===== src/rtl/ccff_chain_loader.sv =====
// ccff_chain_loader: feeds configuration words LSB-first into a scan flip-flop chain (SE/SI).
// Optional parity check of the shifted bitstream is enabled by defining CCFF_LOADER_PARITY_EN.
module ccff_chain_loader #(
    parameter int CHAIN_LEN = 64,
    parameter int WORD_W    = 8
) (
    input  logic              CK,
    input  logic              RST,
    input  logic              start,
    input  logic [WORD_W-1:0] word_in,
    input  logic              word_valid,
    output logic              word_ready,
    output logic              SI,
    output logic              SE,
    output logic              busy,
    output logic              done
`ifdef CCFF_LOADER_PARITY_EN
    ,
    input  logic              exp_parity,
    output logic              parity_err
`endif
);
    localparam int CNT_W = $clog2(CHAIN_LEN + 1);
    localparam int WB_W  = $clog2(WORD_W + 1);
    localparam logic [CNT_W-1:0] CNT_LOAD = CNT_W'(CHAIN_LEN);
    localparam logic [CNT_W-1:0] CNT_ONE  = CNT_W'(1);
    localparam logic [WB_W-1:0]  WB_LOAD  = WB_W'(WORD_W);
    localparam logic [WB_W-1:0]  WB_ONE   = WB_W'(1);

    typedef enum logic [1:0] {IDLE, FETCH, SHIFT, DONE} state_t;

    state_t            state_q, state_d;
    logic [CNT_W-1:0]  bit_cnt_q, bit_cnt_d;
    logic [WB_W-1:0]   wbit_q, wbit_d;
    logic [WORD_W-1:0] sreg_q, sreg_d;
    logic              se_q, se_d;
    logic              si_q, si_d;

    // State, counters, shift register and the registered SE/SI pins
    always_ff @(posedge CK or posedge RST) begin
        if (RST) begin
            state_q   <= IDLE;
            bit_cnt_q <= '0;
            wbit_q    <= '0;
            sreg_q    <= '0;
            se_q      <= 1'b0;
            si_q      <= 1'b0;
        end else begin
            state_q   <= state_d;
            bit_cnt_q <= bit_cnt_d;
            wbit_q    <= wbit_d;
            sreg_q    <= sreg_d;
            se_q      <= se_d;
            si_q      <= si_d;
        end
    end

    // Next state; SE/SI are precomputed so they are high exactly during SHIFT cycles
    always_comb begin
        state_d   = state_q;
        bit_cnt_d = bit_cnt_q;
        wbit_d    = wbit_q;
        sreg_d    = sreg_q;
        se_d      = 1'b0;
        si_d      = 1'b0;
        case (state_q)
            IDLE: begin
                if (start) begin
                    state_d   = FETCH;
                    bit_cnt_d = CNT_LOAD;
                end
            end
            FETCH: begin
                if (word_valid) begin
                    state_d = SHIFT;
                    wbit_d  = WB_LOAD;
                    sreg_d  = word_in >> 1;
                    se_d    = 1'b1;
                    si_d    = word_in[0];
                end
            end
            SHIFT: begin
                bit_cnt_d = bit_cnt_q - 1'b1;
                wbit_d    = wbit_q - 1'b1;
                sreg_d    = sreg_q >> 1;
                if (bit_cnt_q == CNT_ONE) begin
                    state_d = DONE;
                end else if (wbit_q == WB_ONE) begin
                    state_d = FETCH;
                end else begin
                    se_d = 1'b1;
                    si_d = sreg_q[0];
                end
            end
            default: state_d = IDLE;
        endcase
    end

    assign word_ready = (state_q == FETCH);
    assign SE         = se_q;
    assign SI         = si_q;
    assign busy       = (state_q != IDLE);
    assign done       = (state_q == DONE);

`ifdef CCFF_LOADER_PARITY_EN
    logic acc_q, exp_q, err_q;

    // Parity of every bit driven while SE is high, compared on entry to DONE
    always_ff @(posedge CK or posedge RST) begin
        if (RST) begin
            acc_q <= 1'b0;
            exp_q <= 1'b0;
            err_q <= 1'b0;
        end else if (state_q == IDLE && start) begin
            acc_q <= 1'b0;
            exp_q <= exp_parity;
            err_q <= 1'b0;
        end else begin
            if (se_q) acc_q <= acc_q ^ si_q;
            if (state_q == SHIFT && state_d == DONE) err_q <= (acc_q ^ si_q) != exp_q;
        end
    end

    assign parity_err = err_q;
`endif
endmodule


===== config.mk =====
export PLATFORM = sky130hd
export DESIGN_NAME = ccff_chain_loader
export DESIGN_NICKNAME = d
export VERILOG_FILES = /design/src/rtl/ccff_chain_loader.sv
export SDC_FILE = /design/constraint.sdc
export NUM_CORES = 1
export LEC_CHECK = 0
export BUFFER_PORTS_ARGS = -buffer_cell sky130_fd_sc_hd__buf_4
export CAP_MARGIN = 20
export CORE_MARGIN = 3
export CORE_UTILIZATION = 50
export CTS_CLUSTER_DIAMETER = 60
export DETAILED_ROUTE_END_ITERATION = 7
export PLACE_DENSITY = 0.74
export SYNTH_ARGS = -nofsm -noshare
export SYNTH_HDL_FRONTEND = slang
export SYNTH_SLANG_ARGS = --single-unit

===== constraint.sdc =====
create_clock -name CK -period 1.8 [get_ports CK]
set_input_delay 0.36 -clock CK [delete_from_list [all_inputs] [get_ports CK]]
set_output_delay 0.36 -clock CK [all_outputs]
set_load 0.05 [all_outputs]

# Yosys cells after proc, flatten, opt, wreduce, memory -nomap -nowiden
# Cells that the tools add are included.
word_totals:
  reg_bits: 23
  output_inout_bits: 5
  elab_cells: 42
classes:
  n_mux: 19
  n_addsub: 2
  eq_ne: 8
  n_reduce_logical: 7
ops:
  columns: ["cell", "count"]
  rows:
  - ["$pmux W8 S2", 1]
  - ["$pmux W7 S2", 1]
  - ["$mux W2", 4]
  - ["$mux W8", 1]
  - ["$pmux W4 S2", 1]
  - ["$eq A7 B1 Y1 const B", 1]
  - ["$mux W7", 1]
  - ["$sub A7 B1 Y7 const B", 1]
  - ["$mux W1", 6]
  - ["$pmux W2 S3", 1]
  - ["$reduce_bool A2 Y1", 3]
  - ["$eq A2 B2 Y1 const B", 2]
  - ["$eq A4 B1 Y1 const B", 1]
  - ["$mux W4", 1]
  - ["$ne A2 B2 Y1 const B", 2]
  - ["$pmux W1 S2", 2]
  - ["$reduce_and A2 Y1", 2]
  - ["$sub A4 B1 Y4 const B", 1]
  - ["$ne A3 B3 Y1 const B", 1]
  - ["$reduce_and A3 Y1", 1]
  - ["$eq A2 B1 Y1 const B", 1]
  - ["$logic_not A2 Y1", 1]

# Logic depth before layout (Yosys ltp)
# Gate-level depths: netlist (run 1).
logic_depth:
  ltp_word: 4
  depth_mapped: 7
  depth_no_buf: 6

# Worst setup path after synthesis (run 1)
# No wires, ideal clock.
synth_timing:
  path_type: "reg-to-reg"
  from: "reg state_q[1]"
  to: "reg sreg_q[5]"
  setup_slack_ns: -0.039
  setup_ns: 0.122
  path_buffers: 0
  t_required_ns: 1.678
  stages_incl_launch_ff: 7
  t_arrival_ns: 1.718
  synth_period_minus_slack_ns: 1.839
  path_cell_list: "dfrtp_1 inv_1 ha_1 nand2b_1 o21a_1 o22ai_1 nor2_1"
synth_via:
  elab_chain_len: 3
  word_cells_on_any_way: 6
synth_rtl:
  columns: ["item", "line_no", "rtl"]
  rows:
  - ["start, declared", "32", "state_t state_q, state_d;"]
  - ["start signal, assigned", "49", "state_q <= state_d;"]
  - ["$eq A2 B1 Y1 (*)", null, null]
  - ["net word_ready", "12", "output logic word_ready,"]
  - ["$ne A2 B2 Y1 (no source line) / $reduce_bool A2 Y1 (equally long branches)", null, null]
  - ["$reduce_and A2 Y1 (no source line)", null, null]
  - ["end signal, assigned", "52", "sreg_q <= sreg_d;"]
  - ["end, declared", "35", "logic [WORD_W-1:0] sreg_q, sreg_d;"]
# Mark *: on every way through the listed nets, which the timed path passes. The rest lies on a longest branch.
# A chain may end at the register's enable or synchronous reset.

# Worst setup path after layout (run 1)
layout_timing:
  from: "reg state_q[1]"
  to: "out busy"
layout_via:
  elab_chain_len: 1
layout_rtl:
  columns: ["item", "line_no", "rtl"]
  rows:
  - ["$reduce_bool A2 Y1", "102", "assign busy = (state_q != IDLE);"]
  - ["end, declared", "15", "output logic busy,"]
# No other way between the ends.

==> results.yml, run 1 <==
global_routing:
  grt_max_degree: 23
  antenna_found_initial: 0
  grt_pass1_vias: 1000
  grt_remaining_overflow: 0
  grt.total_usage_pct: 18.4
  grt_pass1_wl_um: 4490
logic_synthesis:
  synthesis.area_um2: 1230
  syn_area_per_cell_um2: 9.73
  postSynthCellCount: 126
  synthAdderAreaFrac_pct: 8.16
  synth_edf_count: 0
  syn_nets: 146
  yosysMostFrequentCell: "dfrtp_1"
  synth-simple-area-share_pct: 21.6
  async_flop_share_pct: 100
  yosys_warnings: 0
  synth_ff_type: "dfrtp_1"
  ys_top_cells_by_count: "dfrtp_1 (22), nor2_1 (20), inv_1 (9), o21ai_0 (9)"
  ys_types: 36
  synth_compound_area_share_pct: 15.6
  ys_top_cells_by_area: "dfrtp_1 (45%), ha_1 (8.2%), nor2_1 (6.1%)"
  yosysTopAreaCellShare_pct: 44.9
  yosysSeqAreaShare_pct: 44.9
  muxShareOfSynthArea_pct: 3.78
  synth_top_family_by_area: "simple AND/OR/NAND/NOR gates"
  synth-seq-cells: 22
  synth_top_cell_by_area: "dfrtp_1"
  synth-xor-area-share_pct: 2.14
setup_path:
  path_cells: "inv_1 > ha_2 > inv_2 > buf_4"
  max_stage_delay_ns: 0.43
  crit_arrival_ns: 1.35
  cp_slowest_cell: "dfrtp_1"
  critPathKind: "flip-flop to primary output"
  cp_data_required_time_ns: 1.44
  crit_fanout: 6
  cp_num_buf_inv: 3
  end_kind: "primary output"
  critPathTopFamily: "flip-flops"
  critPathLaunchType: "flip-flop"
detailed_routing:
  drtAntennaViolNets: 0
  drtIter0Drc: 18
  drt_pre_antenna_iters: 4
  vias: 991
  route.detailed.drc: 0
  routed_via_density: 5.39
  drt-total-wl_um: 2600
  wl_per_cell_um: 14.2
sta:
  tightest_slew_ns: 0.361
  setup_viol: 0
  post-route-period-util_pct: 95.2
  hold_viol_final: 0
  max_freq_mhz: 584
  fin_skew_ns: 0.00765
  finalMaxSlewViolations: 0
  period_needed_ns: 1.71
  relSlewSlack_pct: 75.7
  finalSetupTns_ns: 0
  rsz0062_at_grt: "yes"
  whs_ns: 0.0644
  finalWorstSetupSlack_ns: 0.0868
cells_and_area:
  nets: 177
  finalCoreUtilization_pct: 67.0
  drive_above_1_share_pct: 27.6
  diodes: 0
  stdcell_area_um2: 1530
  area_growth_pct: 24.4
floorplan:
  initial_utilization_pct: 53.9
  fp.dieW_um: 55.5
  die-area_um2: 3080
  core_area_um2: 2280
  io_pins: 17
  die_y_um: 55.5
  fp-row-count: 17
clock_tree:
  clk_latency_ns: 0.31
  root_buffer: "clkbuf_4"
  cts_buffer_depth: 2
  path_clk_slew_ns: 0.13
  cts_tree: "yes"
  clock-sinks: 22
  ctsHtreeMaxLevel: 1
  ctsHoldBuffers: 0
  cts_buffers: 3
power:
  ir_worst_vdd_v: 0.00124
  p_leak_nw: 0.685
  power.density_nw_per_um2: 1790
placed_design:
  dpl.hpwl_um: 2020
  port_buffers: 16
  postPlaceCellArea_um2: 1450
  place_ws_ns: 0.0416
  gp_congestion: 0.768
flow_run:
  maxCapViolCount: 0
hold_path:
  hold_class: "input pin to asynchronous set/reset pin"
run_status:
  status: "complete, no violations"
-- area by class of cell --
cell class	instances	area (um2)
tap	28	35.0
clock buffer	4	36.3
timing repair buffer	28	214
inverter	10	37.5
fill	172	751
sequential	22	551
multi-input combinational	92	652
-- per-stage QoR --
| step | power, mW | cells |
|---|---|---|
| after floorplan | 1.92 | 126 |
| after global placement | 2.29 | 178 |
| after detailed placement | 2.38 | 178 |
| after CTS | 2.68 | 182 |
| after global routing | 2.94 | 184 |
| final | 2.72 | 184 |
-- logic make-up after synthesis --
kind of cell | count (synthesis)
xor+xnor | 3
buf+inv | 12
compound gates | 30
flops | 22
fa+ha+maj | 8
simple gates | 47
mux | 4
-- routing by layer --
layer	global-route usage [%]	vias up	wire length (um)
met4	9.38	0	59
li1	-	501	-
met5	0	-	0
met2	29.7	13	1290
met3	2.10	4	44
met1	24.1	473	1210
-- registers in the layout (all words and copies together) (netlist names) --
register / cells
bit_cnt_q: 7
SI: 1
SE: 1
wbit_q: 4
sreg_q: 7
state_q: 2
-- cell usage in the layout, fill, tap and decap left out, drive strengths merged --
cell type,count
ha,8
buf,28
o21bai,1
a211oi,1
xnor2,3
o22ai,7
nand3b,1
nand2b,1
a21oi,3
nor3b,1
a211o,1
nor4,1
clkbuf,4
a22oi,1
mux2,2
o21ai,9
nand3,5
nand4b,2
dfrtp,22
or4,1
a22o,2
a32oi,1
nor2,20
nor3,1
inv,10
nor4b,2
o21a,1
o211ai,1
nor2b,4
a21boi,2
nand2,8
mux2i,2
-- timing repair --
| item | in CTS | in global routing |
|---|---|---|
| resized for setup | 2 | 4 |
| setup endpoints to repair | 2 | 14 |
| setup buffers | 0 | 2 |
| pin swaps | 0 | 0 |
-- worst paths after layout --
| kind | cells after the start | slack (ns) | end | startpoint |
|---|---|---|---|---|
| max reg2reg | 7 | 0.11 | state_q[1] | state_q[1] |
| min reg2reg | 2 | 0.51 | sreg_q[6] | sreg_q[6] |
| max | 4 | 0.09 | busy | state_q[1] |
| min in group CK | 3 | 0.30 | sreg_q[2] | word_in[3] |
| min | 3 | 0.06 | bit_cnt_q[5] | RST |
| max in group asynchronous | 3 | 1.50 | state_q[0] | RST |
-- worst register-to-register path: stages, from the launching register on --
cell and delay [ns]:
dfrtp_1 0.41, inv_1 0.08, buf_4 0.15, ha_4 0.18
nand2b_1 0.09, o21ai_0 0.15, or4_1 0.43, o211ai_1 0.11
-- report_power, final --
part / leakage [nW] / internal (mW) / switching (mW)
clock network: 0.0210 / 0.124 / 0.152
logic: 0.401 / 0.707 / 0.881
registers: 0.263 / 0.695 / 0.164
total: 0.685 / 1.53 / 1.20
No activity file was read; power rests on OpenSTA's default activity.
==> inputs of run 2 (changes only) <==
Settings changed: CORE_UTILIZATION 50 to 55, PLACE_DENSITY 0.74 to 0.77.
Clock period 1.8 ns to 2.2 ns, I/O delays scaled along.
==> run 2 against run 1 <==
Non-clock buffer count down 8. Critical path type unchanged. Via count down 0.61%. Combinational power down 29%. Setup slack better by 0.19 ns. Wire length down 5.4%. First-iteration DRC count down 67%. Highest routed layer unchanged. Power down 20%. Flip-flop and latch count unchanged. Final cell count down 4.9%. Count of clock-buffer cells in the layout down 1.
==> results.yml, run 2 (synthesis gave the netlist of run 1 again) <==
run_status:
  status: "complete, no violations"
setup_path:
  critPathLaunchType: "flip-flop"
  crit_fanout: 6
  r2r_start: "state_q[0]"
  crit_path_start: "state_q[0]"
  crit_arrival_ns: 1.48
  cp_data_required_time_ns: 1.76
  critPathKind: "flip-flop to primary output"
  end_kind: "primary output"
floorplan:
  fp-row-count: 16
  die-area_um2: 2830
  fp.dieW_um: 53.2
  die_y_um: 53.2
  core_area_um2: 2040
  initial_utilization_pct: 60.0
  io_pins: 17
detailed_routing:
  drtAntennaViolNets: 0
  drtIter0Drc: 6
  met2_length_um: 1160
  drt-total-wl_um: 2460
  wl_met3_um: 90
  vias: 985
  routed_via_density: 5.63
  routed.top_layer: "met4"
  route.detailed.drc: 0
  met1Wirelength_um: 1120
  wl_per_cell_um: 14.1
  drt_pre_antenna_iters: 4
global_routing:
  grt.total_usage_pct: 20.5
  grt_remaining_overflow: 0
  grt_max_degree: 23
  grt_pass1_vias: 1022
  grt_pass1_wl_um: 4210
  antenna_found_initial: 0
clock_tree:
  post_cts_buffers: 0
  clk_latency_ns: 0.31
  ctsResizeCount: 0
  root_buffer: "clkbuf_4"
  ctsHtreeMaxLevel: 1
  cts_tree: "yes"
  clock-sinks: 22
  path_clk_slew_ns: 0.13
  cts_buffer_depth: 2
  cts_buffers: 3
  ctsHoldBuffers: 0
cells_and_area:
  top_regs: "bit_cnt_q x7, sreg_q x7, wbit_q x4"
  diodes: 0
  area_growth_pct: 18.6
  stdcell_area_um2: 1450
  drive_above_1_share_pct: 20.3
  final_common_cell: "dfrtp_1"
  nets: 169
  final_cell_mix: "dfrtp_1 (22), nor2_1 (20), buf_4 (20)"
  num-fill-cells: 157
sta:
  finalMaxSlewViolations: 0
  relSlewSlack_pct: 76.8
  period_needed_ns: 1.92
  post-route-period-util_pct: 87.5
  finalSetupTns_ns: 0
  setup_viol: 0
  fin_skew_ns: 0.00389
  rsz0062_at_grt: "no"
  hold_viol_final: 0
  max_freq_mhz: 520
  tightest_slew_ns: 0.344
placed_design:
  port_buffers: 16
  gp_congestion: 0.790
  dpl.hpwl_um: 1810
  postPlaceCellArea_um2: 1400
power:
  power.density_nw_per_um2: 1490
  ir_worst_vdd_v: 0.000975
  finalPower_mw: 2.16
  p_leak_nw: 0.653
hold_path:
  hold_class: "input pin to asynchronous set/reset pin"
flow_run:
  maxCapViolCount: 0
## run 2: worst paths after layout
path                                endpoint  slack, ns  cells past startpoint
worst max register to register  bit_cnt_q[5]       0.36                      7
worst min-delay path            bit_cnt_q[6]       0.15                      3
min in group CK                    sreg_q[0]       0.36                      3
worst max-delay path                    busy       0.28                      4
worst min register to register     sreg_q[6]       0.49                      2
max in group asynchronous          wbit_q[1]       1.83                      3
## run 2: layout make-up
cell class | instances | area (um2) | area share, %
Timing Repair Buffer | 20 | 150 | 10.3
Clock inverter | 1 | 30.0 | 2.07
Sequential cell | 22 | 551 | 37.9
Tap cell | 27 | 33.8 | 2.32
Clock buffer | 3 | 22.5 | 1.55
Inverter | 10 | 37.5 | 2.58
Multi-Input combinational cell | 92 | 629 | 43.3
## run 2: through the flow
stage	hold WS, ns	std cells	worst slack, ns	util [%]
after floorplan	0.429	126	0.361	-
after global placement	0.460	171	0.435	68.6
after detailed placement	0.466	171	0.361	68.6
after CTS	0.150	175	0.269	71.2
after global routing	0.150	175	0.182	71.2
final	0.147	175	0.275	71.2
## run 2: worst max-delay path, stage by stage, from the launching register on
cell     delay, ns
dfrtp_1       0.44
inv_1         0.14
ha_1          0.30
inv_2         0.09
buf_4         0.20
## run 2: per-layer routing
layer	track usage (%)	up-vias
li1	-	485
met4	11.1	0
met3	2.82	9
met5	0	-
met2	34.9	22
met1	24.5	469
## run 2: where the power goes
part           internal (mW)  total [mW]  switching, mW
clock                  0.184       0.312          0.127
sequential             0.569       0.726          0.157
combinational          0.470        1.13          0.657
total                   1.22        2.16          0.942
